===== src/rtl/seg7_pkg.sv =====
// Shared glyph definitions for the seven-segment scan driver.
// Segments a..g live at bits 0..6 and are active-high everywhere inside the design.
package seg7_pkg;

    typedef logic [6:0] seg_t;

    localparam seg_t SEG_BLANK = 7'h00;

    localparam seg_t HEX_GLYPH [16] = '{
        7'h3F, 7'h06, 7'h5B, 7'h4F,
        7'h66, 7'h6D, 7'h7D, 7'h07,
        7'h7F, 7'h6F, 7'h77, 7'h7C,
        7'h39, 7'h5E, 7'h79, 7'h71
    };

    function automatic seg_t seg7_glyph(input logic [3:0] nibble, input logic blank);
        return blank ? SEG_BLANK : HEX_GLYPH[nibble];
    endfunction

endpackage


===== src/rtl/seg7_hex_decoder.sv =====
// Combinational nibble-to-segment decoder with a blank override.
// Output is active-high; polarity is handled by the caller.
module seg7_hex_decoder
    import seg7_pkg::*;
(
    input  logic [3:0] nibble,
    input  logic       blank,
    output logic [6:0] seg
);

    always_comb begin
        seg = seg7_glyph(nibble, blank);
    end

endmodule


===== src/rtl/seg7_scan_driver.sv =====
// Time-multiplexed multi-digit seven-segment driver with tear-free loading,
// leading-zero blanking, a guard cycle per slot and selectable output polarity.
module seg7_scan_driver
    import seg7_pkg::*;
#(
    parameter int unsigned DIGITS     = 4,
    parameter int unsigned DIV        = 50000,
    parameter bit          ACTIVE_LOW = 1'b1
) (
    input  logic                  clk,
    input  logic                  rst_n,
    input  logic                  enable,
    input  logic                  load,
    input  logic [4*DIGITS-1:0]   value,
    input  logic [DIGITS-1:0]     dp,
    input  logic                  blank_lz,
    output logic [6:0]            seg,
    output logic                  seg_dp,
    output logic [DIGITS-1:0]     an,
    output logic                  frame_done
);

    localparam int unsigned PRE_W = $clog2(DIV);
    localparam int unsigned IDX_W = (DIGITS > 1) ? $clog2(DIGITS) : 1;
    localparam logic [PRE_W-1:0] PRE_LAST = PRE_W'(DIV - 1);
    localparam logic [IDX_W-1:0] IDX_LAST = IDX_W'(DIGITS - 1);
    localparam logic INACT = ACTIVE_LOW;

    logic [PRE_W-1:0]    pre;
    logic [IDX_W-1:0]    idx;
    logic [4*DIGITS-1:0] pend_val;
    logic [4*DIGITS-1:0] disp_val;
    logic [DIGITS-1:0]   pend_dp;
    logic [DIGITS-1:0]   disp_dp;

    logic                pre_wrap;
    logic                frame_end;
    logic [DIGITS-1:0]   lz;
    logic                zero_run;
    logic [3:0]          cur_nib;
    logic                cur_dp;
    logic                cur_blank;
    logic [6:0]          glyph;
    logic [6:0]          seg_on;
    logic                dp_on;
    logic [DIGITS-1:0]   an_on;

    assign pre_wrap  = (pre == PRE_LAST);
    assign frame_end = enable && pre_wrap && (idx == IDX_LAST);

    always_ff @(posedge clk or negedge rst_n) begin
        if (!rst_n) begin
            pre <= '0;
            idx <= '0;
        end else if (enable) begin
            if (pre_wrap) begin
                pre <= '0;
                idx <= (idx == IDX_LAST) ? '0 : idx + 1'b1;
            end else begin
                pre <= pre + 1'b1;
            end
        end
    end

    // A load landing on the commit edge goes straight to the display as well as pend.
    always_ff @(posedge clk or negedge rst_n) begin
        if (!rst_n) begin
            pend_val <= '0;
            pend_dp  <= '0;
            disp_val <= '0;
            disp_dp  <= '0;
        end else begin
            if (load) begin
                pend_val <= value;
                pend_dp  <= dp;
            end
            if (frame_end) begin
                disp_val <= load ? value : pend_val;
                disp_dp  <= load ? dp : pend_dp;
            end
        end
    end

    // Digit i is blanked when it and every more significant nibble are zero.
    always_comb begin
        lz       = '0;
        zero_run = 1'b1;
        for (int unsigned i = DIGITS - 1; i > 0; i--) begin
            zero_run = zero_run && (disp_val[4*i +: 4] == 4'h0);
            lz[i]    = blank_lz && zero_run;
        end
    end

    always_comb begin
        cur_nib   = 4'h0;
        cur_dp    = 1'b0;
        cur_blank = 1'b0;
        for (int unsigned i = 0; i < DIGITS; i++) begin
            if (idx == IDX_W'(i)) begin
                cur_nib   = disp_val[4*i +: 4];
                cur_dp    = disp_dp[i];
                cur_blank = lz[i];
            end
        end
    end

    seg7_hex_decoder u_dec (
        .nibble (cur_nib),
        .blank  (cur_blank),
        .seg    (glyph)
    );

    always_comb begin
        seg_on = enable ? glyph : SEG_BLANK;
        dp_on  = enable && cur_dp && !cur_blank;
        an_on  = '0;
        for (int unsigned i = 0; i < DIGITS; i++) begin
            an_on[i] = enable && (pre != '0) && (idx == IDX_W'(i));
        end
    end

    always_ff @(posedge clk or negedge rst_n) begin
        if (!rst_n) begin
            seg        <= {7{INACT}};
            seg_dp     <= INACT;
            an         <= {DIGITS{INACT}};
            frame_done <= 1'b0;
        end else begin
            seg        <= seg_on ^ {7{INACT}};
            seg_dp     <= dp_on ^ INACT;
            an         <= an_on ^ {DIGITS{INACT}};
            frame_done <= frame_end;
        end
    end

endmodule


===== config.mk =====
export PLATFORM = sky130hd
export DESIGN_NAME = seg7_scan_driver
export DESIGN_NICKNAME = d
export VERILOG_FILES = /design/src/rtl/seg7_pkg.sv /design/src/rtl/seg7_hex_decoder.sv /design/src/rtl/seg7_scan_driver.sv
export SDC_FILE = /design/constraint.sdc
export NUM_CORES = 1
export LEC_CHECK = 0
export BUFFER_PORTS_ARGS = -buffer_cell sky130_fd_sc_hd__buf_2
export CAP_MARGIN = 20
export CELL_PAD_IN_SITES_DETAIL_PLACEMENT = 2
export CELL_PAD_IN_SITES_GLOBAL_PLACEMENT = 2
export CORE_MARGIN = 1
export CORE_UTILIZATION = 39
export DETAILED_ROUTE_END_ITERATION = 10
export GPL_ROUTABILITY_DRIVEN = 1
export PLACE_DENSITY_LB_ADDON = 0.1
export SLEW_MARGIN = 20
export SYNTH_ARGS = -nofsm -noshare
export SYNTH_HDL_FRONTEND = slang
export SYNTH_HIERARCHICAL = 1
export SYNTH_SLANG_ARGS = --single-unit

===== constraint.sdc =====
create_clock -name clk -period 3.2 [get_ports clk]
set_input_delay 0.48 -clock clk [delete_from_list [all_inputs] [get_ports clk]]
set_output_delay 0.48 -clock clk [all_outputs]
set_load 0.02 [all_outputs]

==> parameters.txt <==
Parameter                              Value

Status
  Status    complete, no violations

Detailed routing
  Remaining number of nets flagged by the antenna check after routing    0
  Final wirelength    7730 µm
  DRC violation count after routing    0
  DRT iter0 DRCs    40
  Wire per inst    17.7 µm
  First-pass iteration count of the detailed router    4
  Vias    2306
  Routed via count divided by cell count    5.29

Cells and area
  Commonest non-fill, non-tap cells in the layout    59 x sky130_fd_sc_hd__dfrtp_1, 37 x sky130_fd_sc_hd__buf_2, 29 x sky130_fd_sc_hd__nand2_1, 20 x sky130_fd_sc_hd__mux2_2, 20 x sky130_fd_sc_hd__mux2_4
  Area growth from synthesis to layout    15.1%
  Share of post-route cells with drive strength above 1    0.369
  Most common cell after layout, fill and taps aside    sky130_fd_sc_hd__dfrtp_1
  Post-route non-filler standard cell count    436
  Final instance area    0.00393 mm²
  Number of filler instances in the final layout    876
  Fin nets    363
  Number of antenna diodes    0

Clock network
  Clock buffer depth    2
  Number of buffers added by the clock tree synthesis step    9
  CTS root buffer    sky130_fd_sc_hd__clkbuf_8
  CTS H-Tree Depth    3
  Hold Buf Count CTS    0
  Post-CTS setup repair buffer count    0
  Cts repair resizes    0
  Clock sinks    71
  Worst-skew pair later-pin latency    0.35 ns
  TritonCTS clock tree    done
  Post-CTS clock slew at the launch and capture registers of the worst setup and hold paths    0.09 ns

Floorplan
  Core area    0.00834 mm²
  Row count    33
  Initial core utilization    0.409
  Die span in x    95.5 µm
  Die Area    0.00913 mm²
  Height of the die    95.5 µm
  Io pins    38

Pwr
  Switching component of the power    0.534 mW
  Switching Share    0.275
  Power per cell area    495 mW/mm²
  Worst supply voltage drop on vdd    0.000328 V
  Power share of the combinational group    0.099
  Clock group share of total power    0.371
  Leakage dissipation    1.82 nW
  Sequential share of power    0.530
  Internal cell power    1.41 mW

STA
  Setup Total Neg Slack    0 ns
  Shortest period the worst path allows    2.63 ns
  Final setup skew    0.0128 ns
  Total count of max-transition violations in the final report    0
  Worst slew margin    0.571
  Final setup viols    0
  Final hold violations    0
  Worst Tran Pin Value    0.644 ns
  Upper clock frequency limit    0.380 GHz
  Unrepaired setup endpoints after global routing    no
  Share of the cycle needed by the critical path after routing    0.823

Place
  Detailed-placement wirelength estimate    5730 µm
  Cell area after placement    0.00373 mm²
  Count of port buffers added during placement    37
  Number of placed cells counting well taps    420
  Weighted congestion reported at the end of routability-driven placement    0.821

Critical path
  Worst Setup EP    seg[3]
  Crit end category    register
  Crit Reg-Reg Startpoint    idx[0]
  Worst Path Arrival    2.90 ns
  Start-to-end type of the worst setup path    reg2reg
  Critical path startpoint    idx[0]
  Reg2reg path depth    11
  Largest fanout on the critical path    4
  R2R setup slack    0.57 ns
  Setup crit start kind    register
  Crit Reg-Reg Endpoint    seg[3]
  Required arrival time at the worst endpoint    3.46 ns

Synth
  Commonest register cell after synthesis    sky130_fd_sc_hd__dfrtp_1
  Post-synth EDFFs    0
  Cell count after synthesis    282
  Mapped Area    0.00341 mm²
  Synthesized area divided by synthesized cell count    12.1 µm²
  Post-synthesis sequential area ratio    0.525
  Synthesized net count    319
  Asr flop ratio synth    1.00
  YS warnings    6
  Post-synthesis cell type count    46
  Flip-flop and latch count after synthesis    71

Run
  Number of violations of the max-capacitance limit    0

GRT
  All-layer global routing usage    0.193
  Grt total ovfl    0
  Number of global-route vias before repair    2528
  Largest net degree at the start of global routing    45
  Wire length of the first global-routing pass    13100 µm
  Antenna violations before repair    0

Worst hold path
  Classification of the worst-slack hold path    in2async
## Yosys cell counts (all sizes together) (2+ instances only)
| cell | n | area (µm²) |
|---|---|---|
| a221oi | 4 | 35.0 |
| a211oi | 5 | 37.5 |
| nand3 | 4 | 20.0 |
| inv | 10 | 37.5 |
| o21ai | 6 | 30.0 |
| dfstp | 12 | 315 |
| xnor2 | 7 | 61.3 |
| o31ai | 4 | 30.0 |
| nor2 | 17 | 63.8 |
| dfrtp | 59 | 1480 |
| ha | 12 | 150 |
| xor2 | 4 | 35.0 |
| mux2i | 3 | 30.0 |
| mux2 | 40 | 526 |
| nor2b | 6 | 37.5 |
| nand4 | 8 | 50.1 |
| nand2b | 2 | 12.5 |
| nor4 | 7 | 58.8 |
| or3 | 2 | 12.5 |
| buf | 5 | 42.5 |
| nor3 | 5 | 25.0 |
| clkbuf | 7 | 26.3 |
| a21oi | 5 | 25.0 |
| a31o | 2 | 17.5 |
| or4b | 2 | 20.0 |
| nand2 | 30 | 115 |
## final cells by class
class / count / area (µm²) / area share
Clock buffer: 9 / 124 / 0.0315
Clock inverter: 7 / 72.6 / 0.0185
Inverter: 10 / 37.5 / 0.00955
Multi-Input combinational cell: 189 / 1510 / 0.385
Sequential cell: 71 / 1790 / 0.456
Tap cell: 105 / 131 / 0.0334
Timing Repair Buffer: 45 / 258 / 0.0656
## cells by family after synthesis
logic type,count (synthesis),share of synthesized area
simple gates,90,0.138
flops,71,0.525
fa+ha+maj,12,0.0440
xor+xnor,11,0.0282
mux,44,0.169
compound gates,32,0.0645
buf+inv,22,0.0312
## worst min path at each step
stage | start | slack [ns] | depth (start not counted) | end
final | rst_n | 0.15 | 1 | disp_val[11]
after global placement | pend_val[14] | 0.48 | 1 | pend_val[14]
after floorplan | rst_n | 0.18 | 0 | disp_dp[0]
after CTS | rst_n | 0.17 | 1 | disp_val[13]
after detailed placement | pend_val[12] | 0.49 | 1 | pend_val[12]
after global routing | rst_n | 0.18 | 1 | disp_val[11]
## critical path: stages, from the launching register on
cell	delay, ns
sky130_fd_sc_hd__dfrtp_1	0.42
sky130_fd_sc_hd__inv_1	0.12
sky130_fd_sc_hd__ha_1	0.20
sky130_fd_sc_hd__nor2b_1	0.25
sky130_fd_sc_hd__a221oi_1	0.13
sky130_fd_sc_hd__o31ai_1	0.31
sky130_fd_sc_hd__inv_1	0.17
sky130_fd_sc_hd__ha_1	0.31
sky130_fd_sc_hd__inv_1	0.05
sky130_fd_sc_hd__mux4_2	0.45
sky130_fd_sc_hd__nor2_1	0.10
sky130_fd_sc_hd__nand2_1	0.06
## state kept, by name (all words and copies together) (netlist names)
signal	cells
disp_val	16
pend_val	16
pre	16
seg	7
an	4
disp_dp	4
pend_dp	4
idx	2
frame_done	1
seg_dp	1
## layer usage
metal / vias to the layer above / GRT usage / wire, µm
met5: - / 0 / 0
met4: 0 / 0.0597 / 103
met3: 9 / 0.0359 / 194
met2: 34 / 0.332 / 3920
met1: 1186 / 0.245 / 3510
li1: 1077 / - / -
## power groups by stage
stage | sequential [mW] | clock [mW] | combinational (mW)
final | 1.03 | 0.722 | 0.192
after global routing | 1.04 | 0.779 | 0.218
after CTS | 1.03 | 0.744 | 0.199
after detailed placement | 1.05 | 0 | 0.196
after global placement | 1.04 | 0 | 0.192
after floorplan | 1.02 | 0 | 0.135
## through the flow
stage	util	total power [mW]	hold slack, ns	setup slack [ns]
2_1_floorplan	-	1.16	0.184	0.511
3_3_place_gp	0.447	1.24	0.483	0.687
3_5_place_dp	0.447	1.25	0.490	0.533
4_1_cts	0.471	1.97	0.165	0.537
5_1_grt	0.471	2.04	0.184	0.227
6_report	0.471	1.95	0.146	0.566
(Power assumes the default switching activity.)
